File: config.mk
export PLATFORM = sky130hd
export DESIGN_NAME = retire_order_tracker
export DESIGN_NICKNAME = d
export VERILOG_FILES = /design/src/rtl/retire_order_tracker.sv
export SDC_FILE = /design/constraint.sdc
export NUM_CORES = 1
export LEC_CHECK = 0
export CAP_MARGIN = 20
export CORE_MARGIN = 10
export CORE_UTILIZATION = 53
export DETAILED_ROUTE_END_ITERATION = 8
export GPL_ROUTABILITY_DRIVEN = 0
export PLACE_DENSITY = 0.74
export SKIP_CTS_REPAIR_TIMING = 1
export SYNTH_ARGS = -nofsm -noshare
export SYNTH_HDL_FRONTEND = slang
export SYNTH_SLANG_ARGS = --single-unit
File: constraint.sdc
create_clock -name clk -period 4.5 [get_ports clk]
set_input_delay 0.9 -clock clk [delete_from_list [all_inputs] [get_ports clk]]
set_output_delay 0.9 -clock clk [all_outputs]
set_load 0.02 [all_outputs]
File: src/rtl/retire_order_tracker.sv
// retire_order_tracker: records issued IDs in program order, collects
// out-of-order writeback completions and retires up to RETIRE_PORTS
// consecutive completed IDs from the queue head each cycle.
module retire_order_tracker #(
  parameter int MAX_IDS      = 8,
  parameter int WB_PORTS     = 2,
  parameter int RETIRE_PORTS = 2,
  localparam int ID_W        = $clog2(MAX_IDS),
  localparam int RC_W        = $clog2(RETIRE_PORTS+1)
) (
  input  logic                                 clk,
  input  logic                                 rst_n,
  input  logic                                 issue_valid,
  input  logic [ID_W-1:0]                      issue_id,
  input  logic                                 issue_uses_rd,
  output logic                                 issue_ready,
  input  logic [WB_PORTS-1:0]                  wb_valid,
  input  logic [WB_PORTS-1:0][ID_W-1:0]        wb_id,
  output logic [RETIRE_PORTS-1:0]              retired,
  output logic [RETIRE_PORTS-1:0][ID_W-1:0]    ids_retiring,
  output logic [RETIRE_PORTS-1:0]              retired_uses_rd,
  output logic [RC_W-1:0]                      retire_count,
  output logic [ID_W:0]                        inflight_count,
  output logic                                 empty,
  output logic                                 protocol_error
);

  logic [MAX_IDS-1:0][ID_W-1:0] ent_id;
  logic [MAX_IDS-1:0]           ent_rd;
  logic [ID_W-1:0]              head, tail;
  logic [ID_W:0]                count;
  logic [MAX_IDS-1:0]           inflight, done;

  logic [MAX_IDS-1:0]           iss_set, wb_set, ret_clr;
  logic [WB_PORTS-1:0]          wb_legal;
  logic                         iss_acc, iss_bad, wb_bad, wb_dup;
  logic [ID_W:0]                rc_ext;

  assign issue_ready    = (count < (ID_W+1)'(MAX_IDS));
  assign empty          = (count == '0);
  assign inflight_count = count;
  assign rc_ext         = (ID_W+1)'(retire_count);

  // Issue acceptance: a free slot and an ID not already tracked
  assign iss_acc = issue_valid & issue_ready & ~inflight[issue_id];
  assign iss_bad = issue_valid & ~iss_acc;
  assign iss_set = iss_acc ? (MAX_IDS'(1) << issue_id) : '0;

  // Per-port completion legality: ID must be inflight and not yet done
  for (genvar p = 0; p < WB_PORTS; p++) begin : g_wb
    assign wb_legal[p] = wb_valid[p] & inflight[wb_id[p]] & ~done[wb_id[p]];
  end

  // Merge completions into a done mask; flag bad and duplicate strobes
  always_comb begin
    wb_set = '0;
    wb_bad = 1'b0;
    wb_dup = 1'b0;
    for (int p = 0; p < WB_PORTS; p++) begin
      if (wb_legal[p]) wb_set[wb_id[p]] = 1'b1;
      if (wb_valid[p] & ~wb_legal[p]) wb_bad = 1'b1;
      for (int q = 0; q < p; q++)
        if (wb_legal[p] & wb_legal[q] & (wb_id[p] == wb_id[q])) wb_dup = 1'b1;
    end
  end

  // Retire chain from head: stops at the first not-done or unoccupied slot
  always_comb begin : retire_chain
    logic            ok;
    logic [ID_W-1:0] idx;
    ok              = 1'b1;
    idx             = '0;
    retire_count    = '0;
    ret_clr         = '0;
    retired         = '0;
    ids_retiring    = '0;
    retired_uses_rd = '0;
    for (int k = 0; k < RETIRE_PORTS; k++) begin
      idx                = head + ID_W'(k);
      ok                 = ok & ((ID_W+1)'(k) < count) & done[ent_id[idx]];
      retired[k]         = ok;
      ids_retiring[k]    = ent_id[idx];
      retired_uses_rd[k] = ent_rd[idx];
      if (ok) ret_clr[ent_id[idx]] = 1'b1;
      retire_count       = retire_count + RC_W'(ok);
    end
  end

  // Queue, pointers, per-ID tracking bits and sticky error flag
  always_ff @(posedge clk or negedge rst_n) begin
    if (!rst_n) begin
      ent_id         <= '0;
      ent_rd         <= '0;
      head           <= '0;
      tail           <= '0;
      count          <= '0;
      inflight       <= '0;
      done           <= '0;
      protocol_error <= 1'b0;
    end else begin
      if (iss_acc) begin
        ent_id[tail] <= issue_id;
        ent_rd[tail] <= issue_uses_rd;
        tail         <= tail + ID_W'(1);
      end
      head     <= head + rc_ext[ID_W-1:0];
      count    <= count + (ID_W+1)'(iss_acc) - rc_ext;
      // issue, completion and retire masks touch disjoint IDs by construction
      inflight <= (inflight | iss_set) & ~ret_clr;
      done     <= (done | wb_set) & ~ret_clr & ~iss_set;
      if (iss_bad | wb_bad | wb_dup) protocol_error <= 1'b1;
    end
  end

endmodule

==> results of run 1 <==
-- critical path, delay by kind of cell (launching register included) --
| family | cells | cell delay (ns) |
|---|---|---|
| buffers and inverters | 2 | 0.78 |
| AO/OA/AOI/OAI | 2 | 0.54 |
| flip-flops | 1 | 0.41 |
| AND/OR/NAND/NOR | 1 | 0.25 |
| multiplexers | 3 | 1.00 |
-- through the flow --
step,hold slack [ns],cell area (sq um),utilization
5_1_grt,0.539,4760,0.653
4_1_cts,0.520,4650,0.638
3_3_place_gp,0.500,4450,0.611
3_5_place_dp,0.501,4450,0.611
2_1_floorplan,0.461,4000,-
6_report,0.518,4760,0.653
-- synthesized netlist by cell type (all sizes together) (2+ instances only) --
master	instances
dfrtp	59
mux2	37
nor2	27
mux4	20
nand2	19
inv	15
mux2i	14
clkbuf	12
a21oi	11
ha	10
a211oi	9
nor2b	9
nor3	8
xor2	8
nand3	7
and3	6
buf	6
nand2b	6
a31oi	5
nor4	5
a22oi	4
a311o	4
nand3b	4
o21ai	4
a311oi	3
nand4	3
nor3b	3
or3	3
a2111oi	2
a41o	2
and2	2
and4	2
dlygate4sd3	2
fa	2
-- layer usage --
layer  wire length, um  GRT usage
met4               312     0.0803
met3               683     0.0467
met2              5280      0.316
met5                 0          0
met1              4080      0.210
-- how the worst min path moves through the flow --
stage,startpoint,to,depth (start not counted)
6_report,ent_id[20],ent_id[20],2
3_5_place_dp,ent_id[20],ent_id[20],2
4_1_cts,ent_id[20],ent_id[20],2
5_1_grt,ent_id[20],ent_id[20],2
2_1_floorplan,ent_id[23],ent_id[23],2
3_3_place_gp,ent_id[8],ent_id[8],2
-- layout make-up --
class                           instances  area, sq um
Tap cell                               99          124
Inverter                               15         56.3
Fill cell                             607         2530
Multi-Input combinational cell        253         2360
Clock inverter                          4         50.0
Sequential cell                        59         1480
Timing Repair Buffer                   60          543
Clock buffer                           11          151
-- power by group through the flow --
stage	Clock [mW]	Combinational, mW	Sequential [mW]
after floorplan	0	0.0550	0.556
after CTS	0.506	0.0926	0.554
after detailed placement	0	0.0921	0.564
final	0.496	0.0933	0.555
after global placement	0	0.0912	0.564
after global routing	0.524	0.102	0.556
-- sequential cells by signal (all words and copies together), names as in the netlist --
name and flops:
done 8, ent_id 24, ent_rd 8, head 3
inflight 8, inflight_count 4, protocol_error 1, tail 3
-- cell families (layout without fill, tap and decap cells) --
logic type | Yosys count | count (layout)
simple gates | 107 | 107
mux | 71 | 71
flops | 59 | 59
compound gates | 54 | 54
buf+inv | 35 | 90
fa+ha+maj | 12 | 12
xor+xnor | 9 | 9
==> results by group, run 1 <==
GRT
  – Vias in the first global route: 3209
  – First-pass GRT wire length: 16.6 mm
  – Grt ovf: 0
  – Largest net degree at the start of global routing: 60
  – Tot GR Track Use: 0.183
  – Initial antenna violation count: 0

Finish
  – P&R area growth vs syn: 18.9%
  – Layout cells sized above 1: 0.299
  – Most frequent cells in the layout: dfrtp_1, mux2_2, clkdlybuf4s50_1
  – ANT cells: 0
  – Most common cell after layout, fill and taps aside: dfrtp_1
  – Nets@finish: 425
  – Fin cells: 501

Floorplan
  – FP Rows: 31
  – Die area: 11400 sq um
  – Core box area: 7290 sq um
  – Die Span X: 107 um
  – Chip Height: 107 um
  – Starting density of the core: 0.549
  – IO Count: 34

Timing
  – Final TNS setup: 0 ns
  – Tcrit/Tclk final: 0.941
  – Period minus WS final: 4.23 ns
  – Least-Margin Pin Slew: 0.738 ns
  – Pins Over Slew Limit: 0
  – Final Hold Fails: 0
  – Achievable Freq: 236 MHz
  – Slew headroom: 0.508
  – Endpoints failing setup: 0
  – Layout Skew: 0.00780 ns
  – RSZ-0062 raised after global routing: no
  – Final Worst Setup Slack: 0.267 ns

Power
  – Total power: 1.14 mW
  – Internal: 861 uW
  – Clk pwr share: 0.434
  – P_sw: 284 uW
  – VDD IR max: 239 uV
  – Leak: 2.15 nW
  – Switching share of power: 0.248
  – Combinational Power Share: 0.082
  – PwrDens: 240 nW/um^2
  – Sequential group share of total power: 0.485

Synthesis
  – Number of synthesized register bits: 59
  – Largest family of logic cells by synthesized area: multiplexers
  – Yosys top cell by area: dfrtp_1
  – XOR/XNOR share of the synthesized area: 0.0216
  – Fraction of the mapped netlist area in adder cells: 0.0413
  – Syn_area_per_cell: 11.5 sq um
  – Cell count after synthesis: 347
  – Top-area cell type share of the netlist area: 0.369
  – Ys async rst share: 1.00
  – Ranking of synthesized cells by area: dfrtp_1, mux2_2, mux4_2, ha_1, mux2i_1
  – Post-synth EDFFs: 0
  – Mux share of post-synthesis cell area: 0.260
  – Compound-Gate Fraction of Synth Area: 0.107
  – Register area share after synthesis: 0.369
  – Syn_nets: 374
  – Ys Warns: 0
  – Post-synthesis simple-gate area fraction: 0.149
  – Mapped cell area: 4000 sq um
  – Synth cell types: 64
  – Synth Flop Type: dfrtp_1

Placement
  – Placed cell count: 479
  – # port buffers: 33
  – Setup WS pre-CTS: 0.100 ns
  – Post-DP HPWL: 7.76 mm

Drt
  – Drt initial violations: 178
  – Via count: 3081
  – First-pass DRT Iterations: 5
  – WL/cell: 20.7 um
  – Via density: 6.15
  – DRC viols: 0
  – Routed Antenna Nets: 0
  – Final wirelength: 10.4 mm

Worst setup path
  – Worst reg2reg setup slack: 0.65 ns
  – RR Startpoint: head[1]
  – Crit. End Element: primary output
  – Worst Path Max Fanout: 8
  – Slowest Stage Delay on Critical Path: 0.64 ns
  – CP Launch Type: register
  – RR Endpoint: inflight_count[2]
  – CP required: 3.60 ns
  – Crit path kind: reg -> out
  – Arrival time worst endpoint: 3.33 ns
  – Critical path cell sequence: buf_4 > mux4_2 > mux2_4 > mux2i_1 > a211oi_2 > o211ai_4 > nor3_2 > clkdlybuf4s50_1
  – Crit path capture: retired[1]
  – Critical path launch point: head[1]
  – Slowest CP cell: clkdlybuf4s50_1
  – R2R depth: 13

Clocking
  – CTS buffer count: 9
  – Clock root buffer: clkbuf_8
  – CTS tree: yes
  – Worst-skew pair later-pin latency: 0.36 ns
  – Clk pin slew, worst setup/hold paths: 0.07 ns
  – CTS Sinks: 59
  – H-tree levels: 3
  – Buffers from clock root to sink, at most: 2

Flow run
  – Max-cap violation count: 0

Status
  – Status: finished clean

Hold path
  – Hold crit path type: reg -> reg
No activity file was read; power rests on OpenSTA's default activity.
==> inputs of run 2 (changes only) <==
--- a/config.mk
+++ b/config.mk
@@ -7,11 +7,10 @@
 export LEC_CHECK = 0
 export CAP_MARGIN = 20
 export CORE_MARGIN = 10
-export CORE_UTILIZATION = 53
+export CORE_UTILIZATION = 59
 export DETAILED_ROUTE_END_ITERATION = 8
 export GPL_ROUTABILITY_DRIVEN = 0
-export PLACE_DENSITY = 0.74
-export SKIP_CTS_REPAIR_TIMING = 1
+export PLACE_DENSITY = 0.81
 export SYNTH_ARGS = -nofsm -noshare
 export SYNTH_HDL_FRONTEND = slang
 export SYNTH_SLANG_ARGS = --single-unit
==> run 2 against run 1 <==
  * Sequential power about the same
  * Largest cell class unchanged
  * Cell count decreased by 7.0%
  * Non-clock buffer count decreased by 14
==> results by group, run 2 (same netlist as run 1, synthesis figures left out) <==
Floorplan
  – Die Span X: 102 um (-4.2%)
  – Starting density of the core: 0.620 (+0.0708)
  – Chip Height: 102 um (-4.2%)
  – IO Count: 34 (unchanged)
  – Die area: 10500 sq um (-8.3%)
  – Core box area: 6460 sq um (-11%)
  – FP Rows: 29 (-6.5%)

Flow run
  – Max-cap violation count: 0 (unchanged)

Worst setup path
  – Critical path cell sequence: mux4_2 > mux2i_2 > inv_2 > mux2i_1 > a2111oi_4 > o211ai_4 > nor3_2 > clkdlybuf4s50_1
  – Crit path capture: retired[1]
  – R2R depth: 14 (+1)
  – Crit. End Element: primary output
  – Crit path kind: reg -> out
  – Slowest CP cell: clkdlybuf4s50_1
  – RR Endpoint: inflight_count[3]
  – Arrival time worst endpoint: 3.43 ns (+0.10 ns)
  – CP Launch Type: register
  – CP required: 3.60 ns (about the same)
  – Slowest Stage Delay on Critical Path: 0.66 ns (+0.02 ns)
  – RR Startpoint: head[1]
  – Worst Path Max Fanout: 8 (unchanged)
  – Critical path launch point: head[1]
  – Worst reg2reg setup slack: 0.52 ns (-0.13 ns)

GRT
  – Initial antenna violation count: 0 (unchanged)
  – First-pass GRT wire length: 16.6 mm (+0.25%)
  – Vias in the first global route: 3188 (-0.65%)
  – Largest net degree at the start of global routing: 60 (unchanged)
  – Grt ovf: 0 (unchanged)
  – Tot GR Track Use: 0.206 (+0.0230)

Timing
  – Achievable Freq: 231 MHz (-2.2%)
  – Period minus WS final: 4.33 ns (+0.0937 ns)
  – Layout Skew: 0.0124 ns (+0.00457 ns)
  – Final TNS setup: 0 ns (unchanged)
  – Slew headroom: 0.519 (+0.0111)
  – Pins Over Slew Limit: 0 (unchanged)
  – Endpoints failing setup: 0 (unchanged)
  – Final Hold Fails: 0 (unchanged)
  – RSZ-0062 raised after global routing: no
  – Final Worst Setup Slack: 0.173 ns (-0.0937 ns)
  – Tcrit/Tclk final: 0.961 (+0.0208)
  – Least-Margin Pin Slew: 0.721 ns (-0.0167 ns)

Finish
  – P&R area growth vs syn: 14.9%
  – Most common cell after layout, fill and taps aside: dfrtp_1
  – Fin cells: 466 (-7.0%)
  – Layout cells sized above 1: 0.265 (-0.0337)
  – Area of the multi-input gates: 2340 sq um (-0.58%)
  – Largest register FFs: 24 (unchanged)
  – Nets@finish: 411 (-3.3%)
  – Number of fill cells: 443 (-27%)
  – Register area: 1480 sq um (about the same)
  – ANT cells: 0 (unchanged)
  – Reg with most FFs: ent_id
  – Most frequent cells in the layout: dfrtp_1, mux2_2, clkdlybuf4s50_1

Status
  – Status: finished clean

Drt
  – First-pass DRT Iterations: 6 (+1)
  – Drt initial violations: 240 (+35%)
  – WL/cell: 22.1 um (+7.1%)
  – Via density: 6.80 (+11%)
  – DRC viols: 0 (unchanged)
  – Final wirelength: 10.3 mm (-0.35%)
  – Routed Antenna Nets: 0 (unchanged)
  – Via count: 3170 (+2.9%)

Clocking
  – H-tree levels: 3 (unchanged)
  – Worst-skew pair later-pin latency: 0.37 ns (about the same)
  – CTS tree: yes
  – Clock root buffer: clkbuf_8
  – CTS Sinks: 59 (unchanged)
  – Cts hold-fix bufs: 0
  – Buffers from clock root to sink, at most: 2 (unchanged)
  – Clk pin slew, worst setup/hold paths: 0.07 ns (about the same)
  – CTS buffer count: 9 (unchanged)

Power
  – Total power: 1.14 mW (-0.18%)
  – PwrDens: 249 nW/um^2 (+3.4%)
  – VDD IR max: 243 uV (+1.9%)
  – Leak: 2.05 nW (-4.7%)

Hold path
  – Hold crit path type: reg -> reg

Placement
  – Setup WS pre-CTS: 0.0400 ns (-0.0602 ns)
  – # port buffers: 33 (unchanged)
  – Post-DP HPWL: 7.89 mm (+1.8%)
  – Placed cell count: 448 (-6.5%)
run 2: changes by cell type in the layout (fill, tap and decap cells not counted), sizes merged:
| cell | change |
|---|---|
| buf | -14 |
| dlymetal6s2s | -2 |
| dlygate4sd2 | +2 |
| clkinv | +1 |
| clkbuf | -2 |
| inv | +2 |
run 2: how the worst min path moves through the flow:
stage	start	endpoint	slack, ns	cells past startpoint
after floorplan	ent_id[23]	ent_id[23]	0.46	2
after global placement	ent_id[20]	ent_id[20]	0.49	2
after detailed placement	ent_id[23]	ent_id[23]	0.52	2
after CTS	ent_id[23]	ent_id[23]	0.53	2
after global routing	ent_rd[6]	ent_rd[6]	0.56	1
final	ent_id[23]	ent_id[23]	0.53	2
run 2: worst max-delay path: cells and delay by family, from the launching register on:
family	cells	cell delay (ns)
multiplexers	3	0.93
buffers and inverters	2	0.73
AO/OA/AOI/OAI	2	0.60
flip-flops	1	0.53
AND/OR/NAND/NOR	1	0.26
run 2: report_power, final:
part | internal, mW | switching (mW) | leakage, nW
Combinational | 0.0402 | 0.0517 | 1.15
Sequential | 0.538 | 0.0173 | 0.797
Clock | 0.259 | 0.237 | 0.0962
run 2: per-stage QoR:
stage          area (sq um)  hold slack (ns)  utilization
3_5_place_dp           4360            0.517        0.675
6_report               4600            0.530        0.712
3_3_place_gp           4360            0.493        0.675
5_1_grt                4600            0.556        0.712
4_1_cts                4600            0.533        0.712
2_1_floorplan          4000            0.461            -
run 2: cell type report:
type                    count  area share
multi-input cells         253       0.510
flip-flops and latches     59       0.321
repair buffers             46      0.0923
clock buffers               9      0.0269
well taps                  77      0.0210
clock inverters             7      0.0166
inverters                  15      0.0122
run 2: repair_timing:
action | 4_1_cts | 5_1_grt
endpoints found under the setup margin | 3 | 0
buffers inserted | 2 | 0
gates resized for setup | 8 | 0
run 2: per-layer routing:
layer	part of all wire	track usage	routed length (um)	vias to the layer above
met5	0	0	0	-
met4	0.023	0.0813	239	0
met1	0.42	0.268	4300	1583
li1	-	-	-	1392
met2	0.47	0.324	4890	167
met3	0.086	0.0520	889	28
